$ cat config.mk
export PLATFORM = sky130hd
export DESIGN_NAME = axis_dwidth_downsizer
export DESIGN_NICKNAME = d
export VERILOG_FILES = /design/src/rtl/axis_dwidth_pkg.sv /design/src/rtl/axis_keep_last_idx.sv /design/src/rtl/axis_dwidth_downsizer.sv
export SDC_FILE = /design/constraint.sdc
export NUM_CORES = 1
export LEC_CHECK = 0
export ABC_AREA = 1
export CORE_MARGIN = 5
export CORE_UTILIZATION = 45
export CTS_BUF_LIST = sky130_fd_sc_hd__clkbuf_16
export CTS_CLUSTER_SIZE = 24
export DETAILED_ROUTE_END_ITERATION = 8
export PLACE_DENSITY = 0.79
export SLEW_MARGIN = 20
export SYNTH_ARGS = -nofsm -noshare
export SYNTH_HDL_FRONTEND = slang
export SYNTH_SLANG_ARGS = --single-unit
$ cat constraint.sdc
create_clock -name aclk -period 2.4 [get_ports aclk]
set_input_delay 0.48 -clock aclk [delete_from_list [all_inputs] [get_ports aclk]]
set_output_delay 0.48 -clock aclk [all_outputs]
set_load 0.005 [all_outputs]
$ cat src/rtl/axis_dwidth_pkg.sv
// Shared definitions for the AXI4-Stream width converters.
// Holds the converter state encodings and index-width helper.
package axis_dwidth_pkg;

  localparam logic [0:0] ST_EMPTY = 1'b0;
  localparam logic [0:0] ST_DRAIN = 1'b1;

  function automatic int idx_width(input int ratio);
    return (ratio > 1) ? $clog2(ratio) : 1;
  endfunction

endpackage

$ cat src/rtl/axis_keep_last_idx.sv
// Priority encoder: highest M-slice index of keep with any byte set.
// Ports: keep (S_DATA_WIDTH/8) in, idx (IW) out; 0 when keep is zero.
module axis_keep_last_idx #(
  parameter int S_DATA_WIDTH = 64,
  parameter int M_DATA_WIDTH = 32,
  parameter int IW           = 1
) (
  input  logic [S_DATA_WIDTH/8-1:0] keep,
  output logic [IW-1:0]             idx
);

  localparam int RATIO = S_DATA_WIDTH / M_DATA_WIDTH;
  localparam int MB    = M_DATA_WIDTH / 8;

  always_comb begin
    idx = '0;
    for (int k = 0; k < RATIO; k++) begin
      if (|keep[k*MB +: MB]) idx = IW'(k);
    end
  end

endmodule

$ cat src/rtl/axis_dwidth_downsizer.sv
// AXI4-Stream downsizer: splits wide beats into narrow beats, low word first.
// Ports: aclk, areset (sync, high), s_axis_* wide in, m_axis_* narrow out.
// AXIS_DWIDTH_DOWN_TKEEP_EN adds tkeep ports and trims zero-keep tail words.
module axis_dwidth_downsizer
  import axis_dwidth_pkg::*;
#(
  parameter int S_DATA_WIDTH = 64,
  parameter int M_DATA_WIDTH = 32
) (
  input  logic                    aclk,
  input  logic                    areset,
  input  logic                    s_axis_tvalid,
  output logic                    s_axis_tready,
  input  logic [S_DATA_WIDTH-1:0] s_axis_tdata,
  input  logic                    s_axis_tlast,
`ifdef AXIS_DWIDTH_DOWN_TKEEP_EN
  input  logic [S_DATA_WIDTH/8-1:0] s_axis_tkeep,
  output logic [M_DATA_WIDTH/8-1:0] m_axis_tkeep,
`endif
  output logic                    m_axis_tvalid,
  input  logic                    m_axis_tready,
  output logic [M_DATA_WIDTH-1:0] m_axis_tdata,
  output logic                    m_axis_tlast
);

  localparam int RATIO = S_DATA_WIDTH / M_DATA_WIDTH;
  localparam int IW    = idx_width(RATIO);

  logic [0:0]              state_q, state_d;
  logic [IW-1:0]           idx_q, idx_d;
  logic [S_DATA_WIDTH-1:0] data_q, data_d;
  logic                    last_q, last_d;
  logic                    fin;
  logic                    s_hs;
  logic                    m_hs;

`ifdef AXIS_DWIDTH_DOWN_TKEEP_EN
  localparam int MB = M_DATA_WIDTH / 8;
  logic [S_DATA_WIDTH/8-1:0] keep_q, keep_d;
  logic [IW-1:0]             last_idx;

  axis_keep_last_idx #(
    .S_DATA_WIDTH (S_DATA_WIDTH),
    .M_DATA_WIDTH (M_DATA_WIDTH),
    .IW           (IW)
  ) u_last_idx (
    .keep (keep_q),
    .idx  (last_idx)
  );

  // On a last beat the packet ends at the top non-empty slice.
  assign fin = last_q ? (idx_q == last_idx)
                      : (idx_q == IW'(RATIO-1));
  assign m_axis_tkeep = keep_q[MB*int'(idx_q) +: MB];
`else
  assign fin = (idx_q == IW'(RATIO-1));
`endif

  assign m_axis_tvalid = !areset && (state_q == ST_DRAIN);
  // Refill in the same cycle the final sub-word leaves: no bubbles.
  assign s_axis_tready = !areset &&
                         ((state_q == ST_EMPTY) || (m_axis_tready && fin));
  assign m_axis_tdata  = data_q[M_DATA_WIDTH*int'(idx_q) +: M_DATA_WIDTH];
  assign m_axis_tlast  = last_q && fin;

  assign s_hs = s_axis_tvalid && s_axis_tready;
  assign m_hs = m_axis_tvalid && m_axis_tready;

  always_comb begin
    state_d = state_q;
    idx_d   = idx_q;
    data_d  = data_q;
    last_d  = last_q;
`ifdef AXIS_DWIDTH_DOWN_TKEEP_EN
    keep_d  = keep_q;
`endif
    if (s_hs) begin
      state_d = ST_DRAIN;
      idx_d   = '0;
      data_d  = s_axis_tdata;
      last_d  = s_axis_tlast;
`ifdef AXIS_DWIDTH_DOWN_TKEEP_EN
      keep_d  = s_axis_tkeep;
`endif
    end else if (m_hs) begin
      if (fin) state_d = ST_EMPTY;
      else     idx_d   = IW'(idx_q + 1'b1);
    end
  end

  always_ff @(posedge aclk) begin
    if (areset) begin
      state_q <= ST_EMPTY;
      idx_q   <= '0;
      data_q  <= '0;
      last_q  <= 1'b0;
`ifdef AXIS_DWIDTH_DOWN_TKEEP_EN
      keep_q  <= '0;
`endif
    end else begin
      state_q <= state_d;
      idx_q   <= idx_d;
      data_q  <= data_d;
      last_q  <= last_d;
`ifdef AXIS_DWIDTH_DOWN_TKEEP_EN
      keep_q  <= keep_d;
`endif
    end
  end

endmodule

==> Word-level counts from Yosys, hierarchy flattened <==
Index checks and enable logic that the tools add are counted.
{ "classes": {"add_sub_neg": 1, "shift": 1, "mux": 4, "bitwise": 1, "reduce_logical": 12} }
{ "ops": {"columns": ["operator", "n"], "rows": [
  ["$shiftx 64x7->32", 1],
  ["$logic_and 1x1->1", 6],
  ["$mux 1", 4],
  ["$reduce_bool 2->1", 2],
  ["$reduce_and 2->1", 1],
  ["$reduce_or 2->1", 1],
  ["$add 1x1->1 const B", 1],
  ["$logic_not 1->1", 1],
  ["$logic_or 1x1->1", 1],
  ["$not 1->1", 1]
]} }
{ "totals": {"regBits": 67, "input_bits": 69, "output_inout_bits": 35, "elab_cells": 23} }

==> Longest topological paths before layout <==
Gate-level depths: netlist (run 1).
{ "depth": {"word_depth": 6, "mapped_depth": 7, "ltp_nobuf": 5} }

==> Least setup slack after synthesis (run 1) <==
No wires, ideal clock.
{ "synth_path": {"path_type": "input to output", "from": "input areset", "to": "output s_axis_tready", "t_arrival_ns": 1.085, "t_required_ns": 1.920, "slack_ns": 0.835, "cell_stages": 4, "n_path_buf": 3, "cell_sequence": "buf_2 > buf_2 > buf_2 > a21oi_1"} }
{ "synth_via": {"elab_chain_cells": 2} }
{ "synth_rtl": {"columns": ["element", "line", "rtl"], "rows": [
  ["from (decl)", "axis_dwidth_downsizer.sv:11", "input logic areset,"],
  ["$logic_not 1->1", "axis_dwidth_downsizer.sv:61", "assign s_axis_tready = !areset &&"],
  ["$logic_and 1x1->1", "axis_dwidth_downsizer.sv:61", null],
  ["to (decl)", "axis_dwidth_downsizer.sv:13", "output logic s_axis_tready,"]
]} }
Every way passes these cells.

==> Final worst setup path (run 1) <==
{ "layout_path": {"from": "input m_axis_tready", "to": "output s_axis_tready"} }
{ "layout_via": {"elab_chain_cells": 3} }
{ "layout_rtl": {"columns": ["element", "line", "rtl"], "rows": [
  ["from (decl)", "axis_dwidth_downsizer.sv:21", "input logic m_axis_tready,"],
  ["$logic_and 1x1->1", "axis_dwidth_downsizer.sv:62", "((state_q == ST_EMPTY) || (m_axis_tready && fin));"],
  ["$logic_or 1x1->1", "axis_dwidth_downsizer.sv:62", null],
  ["$logic_and 1x1->1", "axis_dwidth_downsizer.sv:61", null]
]} }
Every way passes these cells.

==> qor.tcl, run 1 <==
set qor(syn_to_final_growth_pct) 40.00
set qor(synth.yosys.seq_area_share_pct) 40.68
set qor(arrival_ns) 1.73
set qor(buffer_ports.inserted) 103
set qor(period_share_pct) 92.10
set qor(global_route.peak_usage_layer) {met2}
set qor(initial_core_util_pct) 45.95
set qor(final_weighted_congestion_in_routability_driven_placement) 0.8240
set qor(vias_in_the_first_global_route) 3247
set qor(count_of_clock_tree_sinks) 67
set qor(use_met1_pct) 25.90
set qor(endpoint_kind) {output port}
set qor(nets) 668
set qor(critical_path_class) {in -> out}
set qor(finalSetupViolations) 0
set qor(relSlewSlack_pct) 74.39
set qor(antenna_found_initial) 0
set qor(fin_crit_ns) 2.210
set qor(synth-seq-cells) 67
set qor(num_rows) 31
set qor(route.detailed.wl_per_inst_microns) 12.81
set qor(drt.antenna.violating_nets) 0
set qor(worst-path-max-fanout) 2
set qor(placed_wire_length_estimate_after_detailed_placement_microns) 5989
set qor(peak_supply_drop_uv) 427.6
set qor(worstMarginPinSlew_ns) 0.3841
set qor(worst_clock_skew_ns) 0.005871
set qor(htreeDepth) 3
set qor(clock-root-buffer) {clkbuf_16}
set qor(synthesis.yosys.warnings) 0
set qor(setup_repair_after_global_routing_missed_its_margin) {false}
set qor(worst_setup_hold_path_clk_slew_ns) 0.05
set qor(timing.final.hold_violations) 0
set qor(post_layout_total_power_w) 0.002949
set qor(layout-drive-gt1-share_pct) 5.141
set qor(io_pins) 104
set qor(num_vias) 3413
set qor(dpl-instance-area_sq_um) 4337
set qor(syn_avg_cell_area_sq_um) 6.414
set qor(cts_buffers) 9
set qor(mappedNetlistNets) 583
set qor(layout.cells.most_common) {nand2_1}
set qor(max_freq_mhz) 452.4
set qor(fin_ws_ns) 0.1897
set qor(clk-insertion-delay-late_ns) 0.32
set qor(final_cell_mix) {nand2_1, clkdlybuf4s50_1, inv_1, nor2_1, dfxtp_1}
set qor(overflow) 0
set qor(groute.usage.overall_pct) 20.05
set qor(power.static_leakage_nw) 2.058
set qor(fillerInstances) 657
set qor(viasPerCell) 4.862
set qor(cts_tree) {yes}
set qor(timing_max_transition_violations_final) 0
set qor(drcViolationCount) 0
set qor(post-route-cell-area_sq_um) 4616
set qor(syn_inst) 514
set qor(floorplan.die.height_microns) 95.60
set qor(grt_use_met2_pct) 33.76
set qor(use_met3_pct) 3.631
set qor(max_cap_viol_count) 0
set qor(ff_latch_area_sq_um) 1343
set qor(outcome) {finished clean}
set qor(finalCoreUtilization_pct) 64.32
set qor(synth.lib_cells_used.distinct) 15
set qor(cp_data_required_time_ns) 1.92
set qor(totalNegativeSetupSlack_ns) 0
set qor(multiInputGateArea_sq_um) 1469
set qor(die_width_microns) 95.60
set qor(drt_first_iter_violations) 135
set qor(core_area_sq_um) 7176
set qor(full_die_area_sq_um) 9138
set qor(grt_pass1_wl_microns) 14560
set qor(syn_area_sq_um) 3297
set qor(power_per_cell_area_nw_per_um2) 638.8
set qor(drt_first_pass_iters) 4
set qor(place_ws_ns) 0.1863
set qor(n_antenna_cell) 0
set qor(worstSetupStartpointType) {primary input}
set qor(post_cts_setup_inserts) 0
set qor(grt_max_degree) 50
set qor(min-delay-path-class) {reg -> reg}
set qor(drt_wl_total_microns) 8994
set qor(clock_path_buffers) 2
-- through the flow --
stage	instances	hold slack [ns]
2_1_floorplan	514	0.4897
3_3_place_gp	687	0.5013
3_5_place_dp	687	0.5045
4_1_cts	702	0.5144
5_1_grt	702	0.5462
6_report	702	0.5136
-- flip-flops by register name, summed over array words and instances, names as in the netlist --
register  cells
data_q       64
fin           1
last_q        1
state_q       1
-- power breakdown --
group | internal [W] | switching [W] | leakage (nW) | total, W
clock | 0.000780 | 0.000431 | 0.143 | 0.00121
combinational | 0.000261 | 0.000250 | 1.36 | 0.000511
sequential | 0.00120 | 0.0000313 | 0.552 | 0.00123
-- cells in the mapped netlist --
library cell / n / area, sq um
nand4_1: 65 / 406.6
clkbuf_1: 14 / 52.55
buf_1: 1 / 3.750
nand2_2: 1 / 6.260
dfxtp_1: 67 / 1341
nand2_1: 165 / 619.3
nand3_1: 1 / 5.000
a21oi_1: 3 / 15.01
buf_4: 3 / 22.52
inv_1: 69 / 259.0
inv_2: 1 / 3.750
buf_2: 21 / 105.1
o21ai_0: 32 / 160.2
nor2_1: 67 / 251.5
buf_6: 4 / 45.04
-- metal layers --
layer  up-vias  wire length (microns)
li1       1775                      -
met1      1525                   4035
met2       100                   4274
met3        13                    572
met4         0                    112
met5         -                      0
-- kinds of logic after synthesis --
family | share of synthesized area [%]
and+or+nand+nor | 39.09
DFF | 40.68
buffers and inverters | 14.91
AOI/OAI and AO/OA | 5.313
-- critical path: stages --
cell and delay (ns):
clkdlybuf4s50_1 0.49, nand2_1 0.09, a21oi_1 0.16, clkdlybuf4s50_1 0.52
-- cell type report --
| type | instances | area share, % |
|---|---|---|
| Multi-Input combinational cell | 334 | 31.82 |
| Sequential cell | 67 | 29.09 |
| Timing Repair Buffer | 117 | 24.75 |
| Inverter | 70 | 5.693 |
| Clock buffer | 9 | 4.879 |
| Tap cell | 99 | 2.684 |
| Clock inverter | 6 | 1.084 |
-- timing repair --
item	CTS	global route
resized for setup	0	1
endpoints found under the setup margin	0	1
hold buffers	0	0
-- path summary, 6_finish.rpt --
| check | from | end | slack (ns) | depth (start not counted) |
|---|---|---|---|---|
| setup / recovery | m_axis_tready | s_axis_tready | 0.19 | 4 |
| hold / removal | data_q[35] | data_q[35] | 0.51 | 4 |
| setup reg to reg | fin | data_q[11] | 0.93 | 7 |
| hold reg to reg | data_q[35] | data_q[35] | 0.51 | 4 |
(Power assumes the default switching activity.)
==> run 2: changes to the inputs <==
--- a/config.mk
+++ b/config.mk
@@ -7,11 +7,12 @@
 export LEC_CHECK = 0
 export ABC_AREA = 1
 export CORE_MARGIN = 5
-export CORE_UTILIZATION = 45
+export CORE_UTILIZATION = 42
 export CTS_BUF_LIST = sky130_fd_sc_hd__clkbuf_16
 export CTS_CLUSTER_SIZE = 24
 export DETAILED_ROUTE_END_ITERATION = 8
-export PLACE_DENSITY = 0.79
+export HOLD_SLACK_MARGIN = 0.1
+export PLACE_DENSITY = 0.77
 export SLEW_MARGIN = 20
 export SYNTH_ARGS = -nofsm -noshare
 export SYNTH_HDL_FRONTEND = slang
==> constraint.sdc (replaced) <==
create_clock -name aclk -period 2 [get_ports aclk]
set_input_delay 0.4 -clock aclk [delete_from_list [all_inputs] [get_ports aclk]]
set_output_delay 0.4 -clock aclk [all_outputs]
set_load 0.005 [all_outputs]
==> run 2 against run 1 <==
Die area grew 6.4%. Largest power group unchanged. Design area grew 3.0%. Clock power grew 11%.
==> qor.tcl, run 2 (same netlist as run 1, synthesis figures left out) <==
set qor(worstMarginPinSlew_ns) 0.4048 ;# +0.02070 ns
set qor(cp_data_required_time_ns) 1.60 ;# -0.32 ns
set qor(core_area_sq_um) 7687 ;# +7.1%
set qor(power.share.combinational_pct) 18.2 ;# +0.9 points
set qor(route.detailed.wl_per_inst_microns) 13.26 ;# +3.5%
set qor(power.net_switching_w) 0.0008825 ;# +24%
set qor(ff_latch_area_sq_um) 1345 ;# +0.19%
set qor(final_cell_mix) {nand2_1, inv_1, clkdlybuf4s50_1, nor2_1, dfxtp_1}
set qor(timing.critical_path.slowest_stage_cell) {clkdlybuf4s50_1}
set qor(viasPerCell) 4.873 ;# +0.23%
set qor(critPathBufInv) 2 ;# unchanged
set qor(clock-root-buffer) {clkbuf_16}
set qor(io_pins) 104 ;# unchanged
set qor(period_share_pct) 98.63
set qor(worst_clock_skew_ns) 0.004045 ;# -0.001826 ns
set qor(grt_max_degree) 40 ;# -20%
set qor(cts_tree) {yes}
set qor(layout.cells.most_common) {nand2_1}
set qor(max_cap_viol_count) 0 ;# unchanged
set qor(count_of_clock_tree_sinks) 67 ;# unchanged
set qor(endpoint_kind) {output port}
set qor(post_layout_total_power_w) 0.003443 ;# +17%
set qor(power.static_leakage_nw) 2.551 ;# +24%
set qor(num_rows) 32 ;# +3.2%
set qor(htreeDepth) 3 ;# unchanged
set qor(fillerInstances) 708 ;# +7.8%
set qor(final_weighted_congestion_in_routability_driven_placement) 0.8087 ;# -1.9%
set qor(timing_max_transition_violations_final) 0 ;# unchanged
set qor(max_reg_flops) 64 ;# unchanged
set qor(clock_power_share_pct) 39.0 ;# -2.0 points
set qor(path_cells) {clkbuf_16 > o21ai_2 > clkdlybuf4s50_1}
set qor(drt_first_pass_iters) 5 ;# +1
set qor(top_register) {data_q}
set qor(clock_path_buffers) 2 ;# unchanged
set qor(p_int_w) 0.002561 ;# +15%
set qor(placed_wire_length_estimate_after_detailed_placement_microns) 5999 ;# +0.17%
set qor(drt_first_iter_violations) 161 ;# +19%
set qor(syn_to_final_growth_pct) 44.21
set qor(worst-path-max-fanout) 16 ;# +14
set qor(antenna_found_initial) 0 ;# unchanged
set qor(finalCoreUtilization_pct) 61.85 ;# -2.5 points
set qor(floorplan.die.height_microns) 98.60 ;# +3.1%
set qor(critical_path_class) {reg -> out}
set qor(vias_in_the_first_global_route) 3232 ;# -0.46%
set qor(timing.final.hold_violations) 0 ;# unchanged
set qor(full_die_area_sq_um) 9722 ;# +6.4%
set qor(buffer_ports.inserted) 103 ;# unchanged
set qor(place_ws_ns) -0.006871 ;# -0.1932 ns
set qor(worst_setup_hold_path_clk_slew_ns) 0.05 ;# about the same
set qor(critPathMaxStageDelay_ns) 0.53 ;# about the same
set qor(power_per_cell_area_nw_per_um2) 724.2 ;# +13%
set qor(die_width_microns) 98.60 ;# +3.1%
set qor(post_cts_hold_buffer_count) 0 ;# unchanged
set qor(drt_wl_total_microns) 9413 ;# +4.7%
set qor(power.switching_fraction_pct) 25.63 ;# +1.5 points
set qor(setup_repair_after_global_routing_missed_its_margin) {true}
set qor(overflow) 0 ;# unchanged
set qor(min-delay-path-class) {reg -> reg}
set qor(cts_buffers) 9 ;# unchanged
set qor(worstSetupStartpointType) {flop}
set qor(num_vias) 3460 ;# +1.4%
set qor(max_freq_mhz) 506.9
set qor(peak_supply_drop_uv) 451.8 ;# +5.7%
set qor(layout-drive-gt1-share_pct) 6.250 ;# +1.1 points
set qor(drt.antenna.violating_nets) 0 ;# unchanged
set qor(groute.usage.overall_pct) 18.30 ;# -1.7 points
set qor(nets) 672 ;# +0.60%
set qor(initial_core_util_pct) 42.89 ;# -3.1 points
set qor(fin_ws_ns) 0.02741 ;# -0.1623 ns
set qor(finalSetupViolations) 0 ;# unchanged
set qor(fin_crit_ns) 1.973
set qor(drcViolationCount) 0 ;# unchanged
set qor(outcome) {finished clean}
set qor(grt_pass1_wl_microns) 14850 ;# +2.0%
set qor(multiInputGateArea_sq_um) 1480 ;# +0.77%
set qor(timing.critical_path.max_delay_family) {buffers and inverters}
set qor(n_antenna_cell) 0 ;# unchanged
set qor(relSlewSlack_pct) 73.01 ;# -1.4 points
set qor(arrival_ns) 1.57 ;# -0.16 ns
set qor(clk-insertion-delay-late_ns) 0.32 ;# about the same
set qor(power_frac_seq_pct) 42.8 ;# +1.2 points
[run 2: cell types whose count changed in the layout (fill, tap and decap cells not counted), moves of 2 or more]
| cell | change |
|---|---|
| buf_4 | +2 |
| clkbuf_16 | +2 |
| clkdlybuf4s50_1 | -29 |
| dlymetal6s2s_1 | +28 |
| o21ai_0 | -21 |
| o21ai_1 | +18 |
| o21ai_2 | +3 |
[run 2: area by class of cell]
| cell class | instances | area share, % |
|---|---|---|
| multi-input cells | 334 | 31.13 |
| clock buffers | 9 | 4.737 |
| repair buffers | 121 | 27.03 |
| clock inverters | 7 | 0.6053 |
| flip-flops and latches | 67 | 28.29 |
| well taps | 102 | 2.684 |
| inverters | 70 | 5.526 |
[run 2: worst reg2reg max path, stage by stage (launching register included)]
cell,delay (ns)
dfxtp_4,0.38
clkbuf_16,0.19
nand2_1,0.09
buf_4,0.11
nand2_2,0.07
nand3_2,0.07
buf_4,0.36
nand2_1,0.14
nand2_1,0.07
[run 2: path summary, 6_finish.rpt]
kind	from	endpoint	slack (ns)	depth (start not counted)
max reg2reg	fin	data_q[3]	0.46	8
min	data_q[49]	data_q[49]	0.51	4
max	fin	m_axis_tdata[9]	0.03	3
min reg2reg	data_q[49]	data_q[49]	0.51	4
[run 2: layer usage]
| layer | global-route usage [%] | share of wire [%] | wire (microns) | up-vias |
|---|---|---|---|---|
| met3 | 4.034 | 5.0 | 474 | 14 |
| met5 | 0 | 0 | 0 | - |
| li1 | - | - | - | 1786 |
| met2 | 29.64 | 48 | 4486 | 102 |
| met4 | 6.933 | 1.8 | 171 | 0 |
| met1 | 23.86 | 45 | 4280 | 1558 |
[run 2: power groups by stage]
stage	Combinational (W)	Clock, W	Sequential, W
after CTS	0.000620	0.00137	0.00147
after global placement	0.000608	0	0.00150
after detailed placement	0.000614	0	0.00150
after floorplan	0.000304	0	0.00149
final	0.000625	0.00134	0.00147
after global routing	0.000694	0.00142	0.00148
[run 2: timing repair]
action	CTS	global route
setup endpoints to repair	6	30
buffers inserted	0	1
pin swaps	0	0
cloned	0	2
resized for setup	6	48
[run 2: stage by stage]
stage,instances,TNS (ns),cell area [sq um],hold slack (ns)
final,710,0,4755,0.5119
after global routing,710,-0.01324,4755,0.5341
after CTS,707,0,4613,0.5121
after detailed placement,691,-0.006871,4360,0.5029
after global placement,691,0,4360,0.5003
after floorplan,514,0,3297,0.4897
